[src/rtl/muldiv_unit_pkg.sv]
`default_nettype none
// ============================================================================
// Module      : muldiv_unit_pkg
// Description : Shared encodings for the iterative multiply/divide unit:
//               funct3 operation codes, FSM states, M-extension funct7 and
//               operand-signedness helpers.
// Revision    : 1.0 - initial release
// ============================================================================
package muldiv_unit_pkg;

    // funct3 operation encodings (RV32M)
    localparam logic [2:0] MULDIV_MUL    = 3'b000;
    localparam logic [2:0] MULDIV_MULH   = 3'b001;
    localparam logic [2:0] MULDIV_MULHSU = 3'b010;
    localparam logic [2:0] MULDIV_MULHU  = 3'b011;
    localparam logic [2:0] MULDIV_DIV    = 3'b100;
    localparam logic [2:0] MULDIV_DIVU   = 3'b101;
    localparam logic [2:0] MULDIV_REM    = 3'b110;
    localparam logic [2:0] MULDIV_REMU   = 3'b111;

    // funct7 value that selects the M extension in the control unit decode
    localparam logic [6:0] MULDIV_FUNCT7 = 7'b0000001;

    // FSM state encodings
    typedef enum logic [1:0] {
        MD_IDLE = 2'd0,
        MD_CALC = 2'd1,
        MD_DONE = 2'd2
    } md_state_e;

    // rs1 is interpreted as signed by MUL, MULH, MULHSU, DIV and REM
    function automatic logic a_is_signed(input logic [2:0] f);
        return (f != MULDIV_MULHU) && (f != MULDIV_DIVU) && (f != MULDIV_REMU);
    endfunction

    // rs2 is interpreted as signed by MUL, MULH, DIV and REM
    function automatic logic b_is_signed(input logic [2:0] f);
        return (f == MULDIV_MUL) || (f == MULDIV_MULH) ||
               (f == MULDIV_DIV) || (f == MULDIV_REM);
    endfunction

endpackage
`default_nettype wire

[src/rtl/muldiv_unit_if.sv]
`default_nettype none
// ============================================================================
// Module      : muldiv_unit_if
// Description : Request/response bundle between the EX stage and the
//               multiply/divide unit.
// Revision    : 1.0 - initial release
// ============================================================================
interface muldiv_unit_if #(
    parameter int XLEN = 32
) ();
    logic            start;
    logic [2:0]      funct3;
    logic [XLEN-1:0] op_a;
    logic [XLEN-1:0] op_b;
    logic            flush;
    logic            busy;
    logic            done;
    logic [XLEN-1:0] result;

    // Requester side (pipeline EX stage)
    modport master (
        output start, funct3, op_a, op_b, flush,
        input  busy, done, result
    );

    // Unit side
    modport slave (
        input  start, funct3, op_a, op_b, flush,
        output busy, done, result
    );
endinterface
`default_nettype wire

[src/rtl/muldiv_unit_operand_prep.sv]
`default_nettype none
// ============================================================================
// Module      : muldiv_operand_prep
// Description : Combinational operand conditioning: magnitudes, effective
//               sign flags and divide-by-zero / signed-overflow detection.
// Revision    : 1.0 - initial release
// ============================================================================
module muldiv_operand_prep
    import muldiv_unit_pkg::*;
#(
    parameter int XLEN = 32
) (
    input  logic [2:0]      i_funct3,
    input  logic [XLEN-1:0] i_op_a,
    input  logic [XLEN-1:0] i_op_b,
    output logic [XLEN-1:0] o_mag_a,
    output logic [XLEN-1:0] o_mag_b,
    output logic            o_neg_a,
    output logic            o_neg_b,
    output logic            o_div_zero,
    output logic            o_sgn_ovf
);

    localparam logic [XLEN-1:0] C_MOST_NEG = {1'b1, {(XLEN-1){1'b0}}};

    // Sign flags are only set for operands the op treats as signed, so the
    // magnitude of the most negative value wraps to itself (correct unsigned)
    always_comb begin
        o_neg_a    = a_is_signed(i_funct3) & i_op_a[XLEN-1];
        o_neg_b    = b_is_signed(i_funct3) & i_op_b[XLEN-1];
        o_mag_a    = o_neg_a ? -i_op_a : i_op_a;
        o_mag_b    = o_neg_b ? -i_op_b : i_op_b;
        o_div_zero = i_funct3[2] & (i_op_b == '0);
        o_sgn_ovf  = ((i_funct3 == MULDIV_DIV) || (i_funct3 == MULDIV_REM)) &
                     (i_op_a == C_MOST_NEG) & (i_op_b == '1);
    end

endmodule
`default_nettype wire

[src/rtl/muldiv_unit.sv]
`default_nettype none
// ============================================================================
// Module      : muldiv_unit
// Description : Iterative radix-2 multiply (shift/add) and restoring divide
//               unit for RV32M-style ops. One iteration per cycle, XLEN
//               iterations per op, registered result with a done pulse.
// Revision    : 1.0 - initial release
// ============================================================================
module muldiv_unit
    import muldiv_unit_pkg::*;
#(
    parameter int XLEN      = 32,
    parameter bit EARLY_OUT = 1'b1
) (
    input  logic         clk,
    input  logic         rst,
    muldiv_unit_if.slave bus
);

    localparam int            CW     = $clog2(XLEN);
    localparam logic [CW-1:0] C_LAST = CW'(XLEN - 1);

    // Operand conditioning
    logic [XLEN-1:0] w_mag_a, w_mag_b;
    logic            w_neg_a, w_neg_b, w_div_zero, w_sgn_ovf;
    logic            w_special;
    logic [XLEN-1:0] w_special_val;

    muldiv_operand_prep #(.XLEN(XLEN)) u_prep (
        .i_funct3   (bus.funct3),
        .i_op_a     (bus.op_a),
        .i_op_b     (bus.op_b),
        .o_mag_a    (w_mag_a),
        .o_mag_b    (w_mag_b),
        .o_neg_a    (w_neg_a),
        .o_neg_b    (w_neg_b),
        .o_div_zero (w_div_zero),
        .o_sgn_ovf  (w_sgn_ovf)
    );

    // State registers
    md_state_e         state_q, state_d;
    logic [CW-1:0]     cnt_q, cnt_d;
    logic [2*XLEN-1:0] acc_q, acc_d;     // product or {remainder, quotient}
    logic [XLEN-1:0]   opnd_q, opnd_d;   // multiplicand or divisor magnitude
    logic [2:0]        op_q, op_d;
    logic              neg_a_q, neg_a_d;
    logic              neg_b_q, neg_b_d;
    logic              spec_q, spec_d;
    logic [XLEN-1:0]   spec_val_q, spec_val_d;
    logic              busy_q, busy_d;
    logic              done_q, done_d;
    logic [XLEN-1:0]   result_q, result_d;

    // Datapath wires
    logic [XLEN:0]     w_mul_sum;
    logic [2*XLEN-1:0] w_mul_next;
    logic [XLEN:0]     w_div_top;
    logic              w_div_ge;
    logic [XLEN-1:0]   w_div_rem;
    logic [2*XLEN-1:0] w_div_next;
    logic [2*XLEN-1:0] w_step;
    logic [2*XLEN-1:0] w_prod;
    logic [XLEN-1:0]   w_quo, w_rem, w_fixed, w_final;

    // RISC-V mandated results for divide-by-zero and signed overflow
    always_comb begin
        w_special     = w_div_zero | w_sgn_ovf;
        w_special_val = '0;
        if (w_div_zero) begin
            w_special_val = bus.funct3[1] ? bus.op_a : '1;
        end else if (w_sgn_ovf) begin
            w_special_val = bus.funct3[1] ? '0 : bus.op_a;
        end
    end

    // One iteration: multiply adds the multiplicand on the low product bit and
    // shifts right; divide shifts left and subtracts when the divisor fits.
    // The divide compare uses XLEN+1 bits because the shifted partial
    // remainder can exceed XLEN bits for large divisors.
    always_comb begin
        w_mul_sum  = {1'b0, acc_q[2*XLEN-1:XLEN]} + (acc_q[0] ? {1'b0, opnd_q} : '0);
        w_mul_next = {w_mul_sum, acc_q[XLEN-1:1]};
        w_div_top  = acc_q[2*XLEN-1:XLEN-1];
        w_div_ge   = (w_div_top >= {1'b0, opnd_q});
        w_div_rem  = w_div_top[XLEN-1:0] - opnd_q;
        w_div_next = w_div_ge ? {w_div_rem, acc_q[XLEN-2:0], 1'b1}
                              : {acc_q[2*XLEN-2:0], 1'b0};
        w_step     = op_q[2] ? w_div_next : w_mul_next;
    end

    // Sign correction of the final iteration's value
    always_comb begin
        w_prod  = (neg_a_q ^ neg_b_q) ? -w_step : w_step;
        w_quo   = (neg_a_q ^ neg_b_q) ? -w_step[XLEN-1:0] : w_step[XLEN-1:0];
        w_rem   = neg_a_q ? -w_step[2*XLEN-1:XLEN] : w_step[2*XLEN-1:XLEN];
        case (op_q)
            MULDIV_MUL:                w_fixed = w_prod[XLEN-1:0];
            MULDIV_DIV, MULDIV_DIVU:   w_fixed = w_quo;
            MULDIV_REM, MULDIV_REMU:   w_fixed = w_rem;
            default:                   w_fixed = w_prod[2*XLEN-1:XLEN];
        endcase
        w_final = spec_q ? spec_val_q : w_fixed;
    end

    // FSM next-state: accept in IDLE/DONE, iterate in CALC, flush overrides all
    always_comb begin
        state_d    = state_q;
        cnt_d      = cnt_q;
        acc_d      = acc_q;
        opnd_d     = opnd_q;
        op_d       = op_q;
        neg_a_d    = neg_a_q;
        neg_b_d    = neg_b_q;
        spec_d     = spec_q;
        spec_val_d = spec_val_q;
        result_d   = result_q;
        done_d     = 1'b0;
        if (bus.flush) begin
            state_d = MD_IDLE;
            cnt_d   = '0;
        end else begin
            case (state_q)
                MD_CALC: begin
                    acc_d = w_step;
                    if (cnt_q == C_LAST) begin
                        cnt_d    = '0;
                        state_d  = MD_DONE;
                        done_d   = 1'b1;
                        result_d = w_final;
                    end else begin
                        cnt_d = cnt_q + 1'b1;
                    end
                end
                default: begin
                    state_d = MD_IDLE;
                    if (bus.start) begin
                        op_d       = bus.funct3;
                        neg_a_d    = w_neg_a;
                        neg_b_d    = w_neg_b;
                        spec_d     = w_special;
                        spec_val_d = w_special_val;
                        cnt_d      = '0;
                        opnd_d     = bus.funct3[2] ? w_mag_b : w_mag_a;
                        acc_d      = {{XLEN{1'b0}}, (bus.funct3[2] ? w_mag_a : w_mag_b)};
                        if (EARLY_OUT && w_special) begin
                            state_d  = MD_DONE;
                            done_d   = 1'b1;
                            result_d = w_special_val;
                        end else begin
                            state_d  = MD_CALC;
                        end
                    end
                end
            endcase
        end
        busy_d = (state_d == MD_CALC);
    end

    // State and output registers
    always_ff @(posedge clk) begin
        if (rst) begin
            state_q    <= MD_IDLE;
            cnt_q      <= '0;
            acc_q      <= '0;
            opnd_q     <= '0;
            op_q       <= '0;
            neg_a_q    <= 1'b0;
            neg_b_q    <= 1'b0;
            spec_q     <= 1'b0;
            spec_val_q <= '0;
            busy_q     <= 1'b0;
            done_q     <= 1'b0;
            result_q   <= '0;
        end else begin
            state_q    <= state_d;
            cnt_q      <= cnt_d;
            acc_q      <= acc_d;
            opnd_q     <= opnd_d;
            op_q       <= op_d;
            neg_a_q    <= neg_a_d;
            neg_b_q    <= neg_b_d;
            spec_q     <= spec_d;
            spec_val_q <= spec_val_d;
            busy_q     <= busy_d;
            done_q     <= done_d;
            result_q   <= result_d;
        end
    end

    assign bus.busy   = busy_q;
    assign bus.done   = done_q;
    assign bus.result = result_q;

endmodule
`default_nettype wire
[src/flat_wrapper.sv]
// flat-port wrapper written by rule: the top's interface ports become plain ports
module muldiv_unit_flat import muldiv_unit_pkg::*;
#(
    parameter int XLEN      = 32,
    parameter bit EARLY_OUT = 1'b1
)
  (clk, rst, bus_start, bus_funct3, bus_op_a, bus_op_b, bus_flush, bus_busy, bus_done, bus_result);
  muldiv_unit_if #(.XLEN(XLEN)) bus_i ();
  input  logic clk;
  input  logic rst;
  input wire logic [$bits(bus_i.start)-1:0] bus_start;
  input wire logic [$bits(bus_i.funct3)-1:0] bus_funct3;
  input wire logic [$bits(bus_i.op_a)-1:0] bus_op_a;
  input wire logic [$bits(bus_i.op_b)-1:0] bus_op_b;
  input wire logic [$bits(bus_i.flush)-1:0] bus_flush;
  output wire logic [$bits(bus_i.busy)-1:0] bus_busy;
  output wire logic [$bits(bus_i.done)-1:0] bus_done;
  output wire logic [$bits(bus_i.result)-1:0] bus_result;
  assign bus_i.start = bus_start;
  assign bus_i.funct3 = bus_funct3;
  assign bus_i.op_a = bus_op_a;
  assign bus_i.op_b = bus_op_b;
  assign bus_i.flush = bus_flush;
  assign bus_busy = bus_i.busy;
  assign bus_done = bus_i.done;
  assign bus_result = bus_i.result;
  muldiv_unit #(.XLEN(XLEN), .EARLY_OUT(EARLY_OUT)) u_core (.clk(clk), .rst(rst), .bus(bus_i));
endmodule
[config.mk]
export PLATFORM = sky130hd
export DESIGN_NAME = muldiv_unit_flat
export DESIGN_NICKNAME = d
export VERILOG_FILES = /design/src/rtl/muldiv_unit_pkg.sv /design/src/rtl/muldiv_unit_if.sv /design/src/rtl/muldiv_unit_operand_prep.sv /design/src/rtl/muldiv_unit.sv /design/src/flat_wrapper.sv
export SDC_FILE = /design/constraint.sdc
export NUM_CORES = 1
export LEC_CHECK = 0
export CAP_MARGIN = 20
export CORE_MARGIN = 3
export CORE_UTILIZATION = 45
export CTS_BUF_LIST = sky130_fd_sc_hd__clkbuf_8
export DETAILED_ROUTE_END_ITERATION = 8
export PLACE_DENSITY = 0.71
export RECOVER_POWER = 50
export SLEW_MARGIN = 15
export SYNTH_ARGS = -nofsm -noshare
export SYNTH_HDL_FRONTEND = slang
export SYNTH_HIERARCHICAL = 1
export SYNTH_SLANG_ARGS = --single-unit
[constraint.sdc]
create_clock -name clk -period 11.42 [get_ports clk]
set_clock_uncertainty 0.2 [all_clocks]
set_input_delay 1.713 -clock clk [delete_from_list [all_inputs] [get_ports clk]]
set_output_delay 1.713 -clock clk [all_outputs]
set_load 0.01 [all_outputs]
==> impl_metrics.tcl, run 1 <==
set metrics [dict create \
    drv_slew 239 \
    drv_cap 5 \
    synth_edf_count 0 \
    final_area_mm2 0.0192 \
    max_slew_margin_pct -188 \
    cts_resized 0 \
    clk_latency_ps 490 \
    final_layout_size_suffix_gt1_share_pct 6.15 \
    tritoncts "built" \
    vias_per_cell 6.63 \
    min_path_type "register to register" \
    antennaDiodeCount 0 \
    synth_flop_cell "dfxtp_1" \
    yosysSeqAreaShare_pct 19.8 \
    cp_max_fo 92 \
    r2r_start "u_core/state_q[1]$_SDFF_PP0_" \
    netlist_instances 2420 \
    die_h_um 204 \
    avgSynthCellArea_um2 7.30 \
    initial_core_util_pct 46.3 \
    status "finished with violations" \
    mostFrequentLayoutCells "nor2_1 (315), a21oi_1 (228), dfxtp_1 (174)" \
    cts_buffers 17 \
    cts_setup_buffers 0 \
    setup_slack_ps 2910 \
    pre_cts_slack_ps 5150 \
    drtPass1Iterations 6 \
    postCtsHoldBufs 0 \
    die_area_mm2 0.0417 \
    placed_cell_area_mm2 0.0189 \
    final_util_pct 50.3 \
    grt_pass1_vias 17578 \
    n_fill_cell 3865 \
    timing.fmax_mhz 118 \
    finalHoldViolCount 0 \
    layout_min_cycle_time_ps 8510 \
    portBuffers 104 \
    crit_type "input port to register" \
    cts_sinks 175 \
    startpoint "bus_flush" \
    required_ps 11580 \
    syn2layout_area_growth_pct 8.77 \
    die_w_um 204 \
    synth_fp_nets 2564 \
    grt.overflow.total 0 \
    drt.antenna.violating_nets 0 \
    ys_types 107 \
    hold_slack_ps 262 \
    synth-seq-cells 175 \
    drt-total-wl_um 71100 \
    critPathLaunchType "input port" \
    routedWlPerCell_um 24.4 \
    syn-cell-area_mm2 0.0177 \
    dp_hpwl_um 54600 \
    worstHoldStart "u_core/bus.result[1]$_SDFFE_PP0P_" \
    ir_worst_vdd_mv 0.0583 \
    cts-htree-levels 4 \
    arrival_ps 8660 \
    clockBufferDepth 2 \
    cts-root-buf "clkbuf_8" \
    num_io_pins 105 \
    num_vias 19332 \
    final_nets 2539 \
    synthArstFlopShare_pct 0 \
    grtUsageTotal_pct 33.1 \
    core-area_mm2 0.0382 \
    mostFrequentLayoutCell "nor2_1" \
    rsz0062_at_grt "false" \
    finalCritPeriodShare_pct 74.5 \
    clkTransAtPathRegs_ps 100 \
    antenna_found_initial 0 \
    final-setup-viol-count 0 \
    grt_pass1_wl_um 108000 \
    worst_pin_slew_ps 4330 \
    tns_ps 0 \
    cp-end-kind "register" \
    power_density_mw_per_mm2 91.4 \
    p_leak_nw 7.32 \
    grt_max_degree 93 \
    place_congestion 1.06 \
    fp-row-count 71 \
    ys_warn_count 6 \
    drc 0 \
    drt_iter0_markers 2464 \
    violations "capacitance limit, slew limit" \
]
==> through the flow <==
step / std cells / power [W]
after floorplan: 2420 / 0.00109
after global placement: 2886 / 0.00130
after detailed placement: 2886 / 0.00131
after CTS: 2917 / 0.00174
after global routing: 2918 / 0.00183
final: 2918 / 0.00176
==> Yosys cell counts (all sizes together), types with 16 or more instances <==
master  number  area (µm²)
o21ai      123         616
clkbuf     130         488
buf         49         260
dfxtp      175        3500
a21o        30         225
a211oi     141        1060
mux2        20         229
nand3       28         145
a22oi       27         203
and2        41         259
a21oi      232        1180
xor2        72         631
nor2       317        1200
a31oi       30         194
mux2i       89         891
and3        21         136
or3         24         160
o31ai       32         245
nor3        86         462
xnor2      101         885
o41ai       16         200
nor2b       32         200
inv         78         293
ha          71         888
nand2b      16         100
nor4        25         175
nand2      150         563
o211ai      21         163
nand4       39         278
==> path summary, 6_finish.rpt <==
path                                                     endpoint  slack, ps  cells past startpoint
worst max-delay path                u_core/opnd_q[8]$_SDFFE_PP0P_       2910                      6
worst min-delay path            u_core/bus.result[1]$_SDFFE_PP0P_        260                      2
worst max register to register      u_core/opnd_q[8]$_SDFFE_PP0P_       3890                      7
worst min register to register  u_core/bus.result[1]$_SDFFE_PP0P_        260                      2
==> worst max-delay path: stages <==
cell and delay (ps):
dlygate4sd3_1 530, clkbuf_1 480, nor2_1 2100, clkbuf_1 3150, nor2_1 160, a211oi_1 430
==> registers in the layout (all words and copies together), names as in the netlist, 2 cells and up <==
name and flops:
u_core/bus.result 32, u_core/acc_q 64, u_core/spec_val_q 32, u_core/opnd_q 32
u_core/state_q 2, u_core/op_q 3, u_core/cnt_q 5
==> final cells by class <==
type	count	area, µm²	share of cell area, %
tap	511	639	3.33
timing repair buffer	135	1250	6.51
clock buffer	17	234	1.22
inverter	78	293	1.52
multi-input combinational	1988	13200	68.4
sequential	175	3510	18.2
clock inverter	14	146	0.761
==> logic make-up (layout without fill, tap and decap cells) <==
logic type | Yosys count | after routing | share of synthesized area, %
multiplexers | 109 | 109 | 6.34
AO/OA/AOI/OAI | 799 | 799 | 30.8
adder cells (fa/ha/maj) | 73 | 73 | 5.25
XOR/XNOR | 173 | 173 | 8.57
flip-flops | 175 | 175 | 19.8
buffers and inverters | 257 | 244 | 5.89
AND/OR/NAND/NOR | 834 | 834 | 23.3
==> routing by layer <==
layer	share of wire [%]	vias to the layer above	global-route usage, %
met3	10	172	6.32
met1	41	9125	45.0
met4	5.2	0	15.5
met5	0	-	0
met2	43	1140	50.5
li1	-	8895	-
==> where the power goes <==
part | switching, W | internal [W] | total, W | leakage, nW
combinational | 0.000436 | 0.000220 | 0.000656 | 5.70
sequential | 0.0000267 | 0.000636 | 0.000663 | 1.43
clock | 0.000275 | 0.000163 | 0.000438 | 0.198
total | 0.000737 | 0.00102 | 0.00176 | 7.32
Note: power is estimated with default switching activity, not from simulation.
==> run 2, diff against run 1 <==
==> constraint.sdc (replaced) <==
create_clock -name clk -period 7.87 [get_ports clk]
set_clock_uncertainty 0.2 [all_clocks]
set_input_delay 1.1805 -clock clk [delete_from_list [all_inputs] [get_ports clk]]
set_output_delay 1.1805 -clock clk [all_outputs]
set_load 0.01 [all_outputs]
==> run 2 against run 1 <==
The run still ends with capacitance limit, slew limit left; cell area grew 0.30%; critical path depth rose by 1; register-to-register slack lost 2600 ps; first-iteration DRC count grew 4.5%; setup slack worse by 2100 ps; wire length decreased by 1.1%; combinational power increased by 43%; sequential power up 46%; hold slack improved by 2.9 ps; global-route usage decreased by 0.20 points; cell count grew 0.10%; critical path type unchanged.
==> impl_metrics.tcl, run 2 (synthesis results as in run 1) <==
set metrics [dict create \
    final-setup-viol-count 0 \
    finalCritPeriodShare_pct 89.2 \
    grtUsageTotal_pct 32.9 \
    worst_pin_slew_ps 3380 \
    regMostFlops "u_core/acc_q" \
    placed_cell_area_mm2 0.0189 \
    r2r_end "u_core/bus.result[26]$_SDFFE_PP0P_" \
    cts_sinks 175 \
    r2r_start "u_core/acc_q[39]$_SDFFE_PP0P_" \
    tns_ps 0 \
    r2r_slack_ps 1290 \
    antennaDiodeCount 0 \
    drc 0 \
    min_path_cells 2 \
    place_congestion 1.04 \
    dp_hpwl_um 54600 \
    clkTransAtPathRegs_ps 110 \
    initial_core_util_pct 46.3 \
    cp_max_fo 76 \
    hold_slack_ps 265 \
    grt_max_degree 90 \
    critPathLaunchType "input port" \
    cts-htree-levels 4 \
    num_vias 19284 \
    die_w_um 204 \
    die_area_mm2 0.0417 \
    grt_pass1_vias 17403 \
    cts_buffers 17 \
    portBuffers 104 \
    final_nets 2541 \
    max_slew_margin_pct -125 \
    cts-root-buf "clkbuf_8" \
    timing.fmax_mhz 142 \
    status "finished with violations" \
    routedWlPerCell_um 24.1 \
    power_density_mw_per_mm2 133 \
    drt-total-wl_um 70400 \
    antenna_found_initial 3 \
    mostFrequentLayoutCell "nor2_1" \
    cts_setup_buffers 0 \
    clockBufferDepth 2 \
    violations "capacitance limit, slew limit" \
    crit_type "input port to register" \
    final_layout_size_suffix_gt1_share_pct 6.31 \
    grt_pass1_wl_um 106000 \
    core-area_mm2 0.0382 \
    mostFrequentLayoutCells "nor2_1 (314), a21oi_1 (228), dfxtp_1 (174)" \
    n_fill_cell 3824 \
    grt.overflow.total 0 \
    drv_slew 232 \
    largest_reg_flops 64 \
    arrival_ps 7200 \
    vias_per_cell 6.60 \
    ir_worst_vdd_mv 0.128 \
    required_ps 8050 \
    cts_resized 0 \
    fp-row-count 71 \
    p_leak_nw 7.34 \
    layout_min_cycle_time_ps 7020 \
    cp-end-kind "register" \
    r2r_cells 18 \
    min_to "u_core/spec_val_q[14]$_SDFFE_PP0P_" \
    tritoncts "built" \
    die_h_um 204 \
    clk_latency_ps 530 \
    worstHoldStart "u_core/spec_val_q[14]$_SDFFE_PP0P_" \
    postCtsHoldBufs 0 \
    finalHoldViolCount 0 \
    drt_iter0_markers 2576 \
    syn2layout_area_growth_pct 9.10 \
    min_path_type "register to register" \
    drtPass1Iterations 6 \
    drv_cap 4 \
    rsz0062_at_grt "false" \
    final_area_mm2 0.0193 \
    drt.antenna.violating_nets 0 \
    num_io_pins 105 \
]
==> run 2: where the power goes <==
group	total, W	internal (W)	switching [W]
Sequential	0.000968	0.000923	0.0000454
Clock	0.000658	0.000246	0.000413
Combinational	0.000937	0.000320	0.000617
==> run 2: critical path, cell delays in order <==
cell and delay [ps]:
dlygate4sd3_1 520, clkbuf_1 730, or2_0 1470, clkbuf_1 2440, a211oi_1 420, a21oi_1 300
nor2_1 70
==> run 2: per-stage QoR <==
stage          total power [W]  setup WS [ps]  std cells  util, %
2_1_floorplan          0.00158           3000       2420        -
3_3_place_gp           0.00188           1560       2887     49.5
3_5_place_dp           0.00189           1500       2888     49.5
4_1_cts                0.00254           1430       2920     50.5
5_1_grt                0.00267            613       2921     50.5
6_report               0.00256            847       2921     50.5
==> run 2: area by class of cell <==
type	instances	area (µm²)	share of cell area [%]
well taps	511	639	3.32
repair buffers	137	1260	6.55
clock inverters	14	150	0.779
inverters	78	293	1.52
flip-flops and latches	175	3510	18.2
multi-input cells	1988	13200	68.4
clock buffers	18	248	1.28
==> run 2: how the worst max path moves through the flow <==
stage | end | start
floorplan | u_core/bus.result[26]$_SDFFE_PP0P_ | u_core/acc_q[43]$_SDFFE_PP0P_
global placement | u_core/bus.result[26]$_SDFFE_PP0P_ | u_core/acc_q[39]$_SDFFE_PP0P_
detailed placement | u_core/bus.result[26]$_SDFFE_PP0P_ | u_core/acc_q[39]$_SDFFE_PP0P_
CTS | u_core/bus.result[26]$_SDFFE_PP0P_ | u_core/acc_q[39]$_SDFFE_PP0P_
global route | u_core/opnd_q[23]$_SDFFE_PP0P_ | bus_flush
finish | u_core/acc_q[0]$_SDFFE_PP0P_ | bus_flush
==> run 2: routing by layer <==
metal | up-vias | GRT usage [%] | wire (µm)
li1 | 8920 | - | -
met1 | 9141 | 44.9 | 29400
met2 | 1039 | 49.1 | 30000
met3 | 178 | 7.12 | 7100
met4 | 6 | 15.9 | 3790
met5 | - | 0 | 46
==> run 3, diff against run 2 <==
--- a/config.mk
+++ b/config.mk
@@ -10,6 +10,7 @@
 export CORE_UTILIZATION = 45
 export CTS_BUF_LIST = sky130_fd_sc_hd__clkbuf_8
 export DETAILED_ROUTE_END_ITERATION = 8
+export HOLD_SLACK_MARGIN = 0.12
 export PLACE_DENSITY = 0.71
 export RECOVER_POWER = 50
 export SLEW_MARGIN = 15
==> results of run 3 <==
Final layout, timing and power as in run 2 (identical DEF).
==> edit 1 (config.mk and constraints of run 3) <==
Take the reset off `spec_val_q` and load it in a clocked block of its own.
--- a/src/rtl/muldiv_unit.sv
+++ b/src/rtl/muldiv_unit.sv
@@ -170,3 +170,2 @@
             spec_q     <= 1'b0;
-            spec_val_q <= '0;
             busy_q     <= 1'b0;
@@ -183,3 +182,2 @@
             spec_q     <= spec_d;
-            spec_val_q <= spec_val_d;
             busy_q     <= busy_d;
@@ -188,2 +186,6 @@
         end
+    end
+
+    always_ff @(posedge clk) begin
+        spec_val_q <= spec_val_d;
     end
Function: same outputs for any inputs over 4 cycles, from zero or initial values and one cycle with rst high; that may be too few to reach the edited logic, so the function may still have changed.
==> edit 1 against run 3 <==
The run still ends with max-capacitance violations, max-slew violations left. Sequential cell count stayed put. Utilization decreased by 0.098 points. Fmax is 2.0% higher. First-iteration DRC count down 5.2%. Worst setup slack better by 0.14 ns. Total power is 3.4% higher. Area after synthesis grew 0.52%. Final area is 1.4% higher. Die area rose by 0.51%. Wire length rose by 6.8%. Critical endpoint is now u_core/bus.result[25]$_SDFFE_PP0P_. Highest routed layer unchanged.
==> edit 1: results (changes against run 3) <==
Synthesis
  – EDFF count, synth: 32 (+32)
  – Synth area leaders: dfxtp_1 16%, edfxtp_1 5.4%, nor2_1 5.3%
  – Most frequent cells after synthesis: 252 x nor2_1, 184 x a21oi_1, 165 x nand2_1

Timing
  – Slew Limit Fails: 197 (-15%)
  – Max-slew headroom: -76.9% (+49 points)

Global routing
  – Initial antenna violation count: 5 (+2)
  – Pin count of the biggest net entering global routing: 97 (+7.8%)
  – Vias in the first global route: 17.8k (+2.1%)
  – Total track usage: 34.8% (+1.9 points)

Cells and area
  – Multi-input logic area: 13000 µm² (-1.6%)
  – Non-clock buffers: 151 (+10%)
  – Layout clock area frac: 2.17% (+0.11 points)
  – Share of layout cells above drive strength 1: 6.71% (+0.40 points)
  – Ant diodes: 2 (+2)
  – Filler instances: 3860 (+0.94%)
  – Inverters: 80 (+2.6%)
  – CLK BUF: 17 (-1)
  – Net count, final: 2516 (-0.98%)
  – Final non-clock buffer share: 7.07% (+0.53 points)
  – Sequential Area: 3830 µm² (+9.1%)

Worst setup path
  – Worst EP arrival: 7.10 ns (-0.10 ns)
  – Critical path peak fanout: 15 (-80%)
  – Delay of the slowest cell on the worst path: 0.78 ns (-1.66 ns)
  – Slowest CP cell: nor4b_1

Drt
  – WL met2: 32400 µm (+7.9%)
  – Met3 wire len: 7820 µm (+10%)
  – DR WL/cell: 25.9 µm (+7.4%)
  – DR vias: 19.5k (+1.2%)
  – Met1 wire length: 30800 µm (+4.7%)

Placed design
  – Gpl congestion: 1.02 (-1.9%)
  – Post-DP HPWL: 57700 µm (+5.6%)

Power
  – Worst VDD drop: 0.0000955 V (-25%)
  – Leakage: 7.75 nW (+5.7%)

Outcome
  – Status: finished, violations left
  – Failing checks: max-capacitance violations, max-slew violations

Flow run
  – Max Cap Viol: 3 (-1)

Clocking
  – Skew-Pair Late Insertion Delay: 0.55 ns (+0.02 ns)
edit 1: through the flow:
stage,std cells,area [µm²],total power [mW],setup WS (ns)
after global placement,2870,19100,1.92,1.73
after detailed placement,2870,19100,1.93,1.73
after global routing,2903,19600,2.76,0.689
after CTS,2902,19600,2.63,1.71
final,2905,19600,2.65,0.988
after floorplan,2368,17800,1.59,2.30
edit 1: metal layers:
| layer | GRT usage [%] | vias to the layer above |
|---|---|---|
| li1 | - | 8879 |
| met1 | 46.2 | 9334 |
| met2 | 52.5 | 1091 |
| met3 | 8.39 | 206 |
| met4 | 17.5 | 8 |
| met5 | 0 | - |
edit 1: logic make-up after synthesis:
kind of cell,synth area share [%]
AOI/OAI and AO/OA,31.2
xor gates and xnor gates,7.10
adders and majority gates,5.23
buffers and inverters,5.75
DFF,21.5
muxes,5.40
and+or+nand+nor,23.8
edit 1: path summary, 6_finish.rpt:
path / start / to / slack, ns / depth (start not counted)
hold / removal: u_core/bus.result[15]$_SDFFE_PP0P_ / u_core/bus.result[15]$_SDFFE_PP0P_ / 0.28 / 2
hold reg to reg: u_core/bus.result[15]$_SDFFE_PP0P_ / u_core/bus.result[15]$_SDFFE_PP0P_ / 0.28 / 2
setup / recovery: u_core/opnd_q[28]$_SDFFE_PP0P_ / u_core/bus.result[25]$_SDFFE_PP0P_ / 0.99 / 15
setup reg to reg: u_core/opnd_q[28]$_SDFFE_PP0P_ / u_core/bus.result[25]$_SDFFE_PP0P_ / 0.99 / 15
edit 1: where the power goes:
group          internal (mW)  switching, mW  total [mW]
combinational          0.321          0.642       0.963
clock                  0.297          0.411       0.709
sequential             0.942         0.0372       0.979
==> edit 2 (flow settings as in run 3) <==
Made on the original files. `XLEN` is set to 32 in 4 places; all go to 16.
--- a/src/rtl/muldiv_unit_if.sv
+++ b/src/rtl/muldiv_unit_if.sv
@@ -8,3 +8,3 @@
 interface muldiv_unit_if #(
-    parameter int XLEN = 32
+    parameter int XLEN = 16
 ) ();
--- a/src/rtl/muldiv_unit_operand_prep.sv
+++ b/src/rtl/muldiv_unit_operand_prep.sv
@@ -10,3 +10,3 @@
 #(
-    parameter int XLEN = 32
+    parameter int XLEN = 16
 ) (
--- a/src/rtl/muldiv_unit.sv
+++ b/src/rtl/muldiv_unit.sv
@@ -11,3 +11,3 @@
 #(
-    parameter int XLEN      = 32,
+    parameter int XLEN      = 16,
     parameter bit EARLY_OUT = 1'b1
--- a/src/flat_wrapper.sv
+++ b/src/flat_wrapper.sv
@@ -3,3 +3,3 @@
 #(
-    parameter int XLEN      = 32,
+    parameter int XLEN      = 16,
     parameter bit EARLY_OUT = 1'b1
Ports: changed (resized bus_op_a, bus_op_b and bus_result); port bits go from 105 to 57. No check against the original RTL was run, so the function may have changed too.
==> edit 2 against run 3 <==
The flow still finishes with violations (max-capacitance violations, max-slew violations). Critical path depth rose by 10. Wire length fell by 58%. Count of clock-buffer cells in the layout fell by 9. Synthesized cell count fell by 51%. Sequential share of layout area rose by 1.3 points. Clock power fell by 49%. Final area fell by 50%. Total power fell by 49%. Worst setup slack improved by 1.5 ns. Area after synthesis fell by 50%. Cell count fell by 50%. Sequential cell count fell by 81. Global-route usage fell by 5.9 points. Critical path type is now reg2reg.
==> edit 2: results (changes against run 3) <==
Outcome
  – Status: finished, violations left
  – Failing checks: max-capacitance violations, max-slew violations

Placed design
  – # placed instances: 1443 (-50%)
  – Gpl congestion: 0.981 (-5.4%)
  – Pre-CTS setup slack: 2.48 ns (+0.978 ns)
  – Cell Area, Placed: 9490 µm² (-50%)
  – Port Buf Inserts: 56 (-46%)
  – Post-DP HPWL: 22400 µm (-59%)

Global routing
  – Met1 GRT Util: 38.9% (-6.0 points)
  – Pin count of the biggest net entering global routing: 88 (-2.2%)
  – Total track usage: 27.0% (-5.9 points)

Worst setup path
  – Delay-heaviest family, CP: compound AO/OA/AOI/OAI gates
  – Slowest CP cell: o21ba_2
  – Worst EP arrival: 5.64 ns (-1.56 ns)
  – Delay of the slowest cell on the worst path: 0.51 ns (-1.93 ns)
  – Critical path peak fanout: 14 (-82%)

Power
  – Worst VDD drop: 0.0000808 V (-37%)
  – Leakage: 3.56 nW (-51%)

Drt
  – Max Used Layer: met4
  – DR WL/cell: 20.3 µm (-16%)
  – WL met2: 13100 µm (-57%)
  – Met1 wire length: 13300 µm (-55%)
  – Drt initial violations: 962 (-63%)

Flow run
  – Max Cap Viol: 1 (-3)

Clocking
  – Skew-Pair Late Insertion Delay: 0.40 ns (-0.13 ns)
  – Num CTS Buffers: 9 (-8)
  – Htree depth: 3 (-1)

Synthesis
  – Mux contribution to synthesized area: 5.60% (-0.74 points)
  – Most frequent cells after synthesis: 137 x nor2_1, 107 x a21oi_1, 94 x dfxtp_1
  – Synth Area in Compound Gates: 30.0% (-0.78 points)
  – Seq/Total Area, Yosys: 21.3% (+1.4 points)
  – Synthesized-area fraction occupied by adder cells: 5.83% (+0.57 points)

Cells and area
  – Max reg flops: 32 (-50%)
  – Share of layout cells above drive strength 1: 4.84% (-1.5 points)
  – Post-route design area: 9680 µm² (-50%)

Timing
  – Slew Limit Fails: 88 (-62%)
  – Slew @ Worst Pin: 4.05 ns (+0.666 ns)
edit 2: cell count changes in the layout (fill, tap and decap cells not counted), moves of 22 or more:
| cell | before | now |
|---|---|---|
| a211oi_1 | 140 | 70 |
| mux2i_1 | 89 | 45 |
| clkdlybuf4s50_1 | 66 | 36 |
| o21ai_0 | 108 | 55 |
| nand4_1 | 35 | 13 |
| nand2_1 | 150 | 74 |
| nor3_1 | 80 | 34 |
| inv_1 | 78 | 42 |
| ha_1 | 71 | 38 |
| dfxtp_1 | 174 | 93 |
| xnor2_1 | 100 | 55 |
| xor2_1 | 71 | 26 |
| a21oi_1 | 228 | 107 |
| nor2_1 | 314 | 137 |
edit 2: path summary, 6_finish.rpt:
path              cells past startpoint  slack [ns]                           start                                end
setup / recovery                     17        2.33  u_core/opnd_q[13]$_SDFFE_PP0P_  u_core/bus.result[8]$_SDFFE_PP0P_
setup reg to reg                     17        2.33  u_core/opnd_q[13]$_SDFFE_PP0P_  u_core/bus.result[8]$_SDFFE_PP0P_
hold reg to reg                       2        0.27   u_core/acc_q[14]$_SDFFE_PP0P_      u_core/acc_q[14]$_SDFFE_PP0P_
hold / removal                        2        0.27   u_core/acc_q[14]$_SDFFE_PP0P_      u_core/acc_q[14]$_SDFFE_PP0P_
edit 2: report_power, final:
part | internal [mW] | switching [mW] | leakage [nW]
clock | 0.125 | 0.208 | 0.0970
sequential | 0.496 | 0.0237 | 0.766
combinational | 0.169 | 0.292 | 2.70
edit 2: cell type report:
class | count | share of cell area (%)
Sequential cell | 94 | 19.5
Timing Repair Buffer | 70 | 6.72
Inverter | 43 | 1.67
Multi-Input combinational cell | 976 | 66.8
Tap cell | 260 | 3.36
Clock inverter | 7 | 0.750
Clock buffer | 9 | 1.28
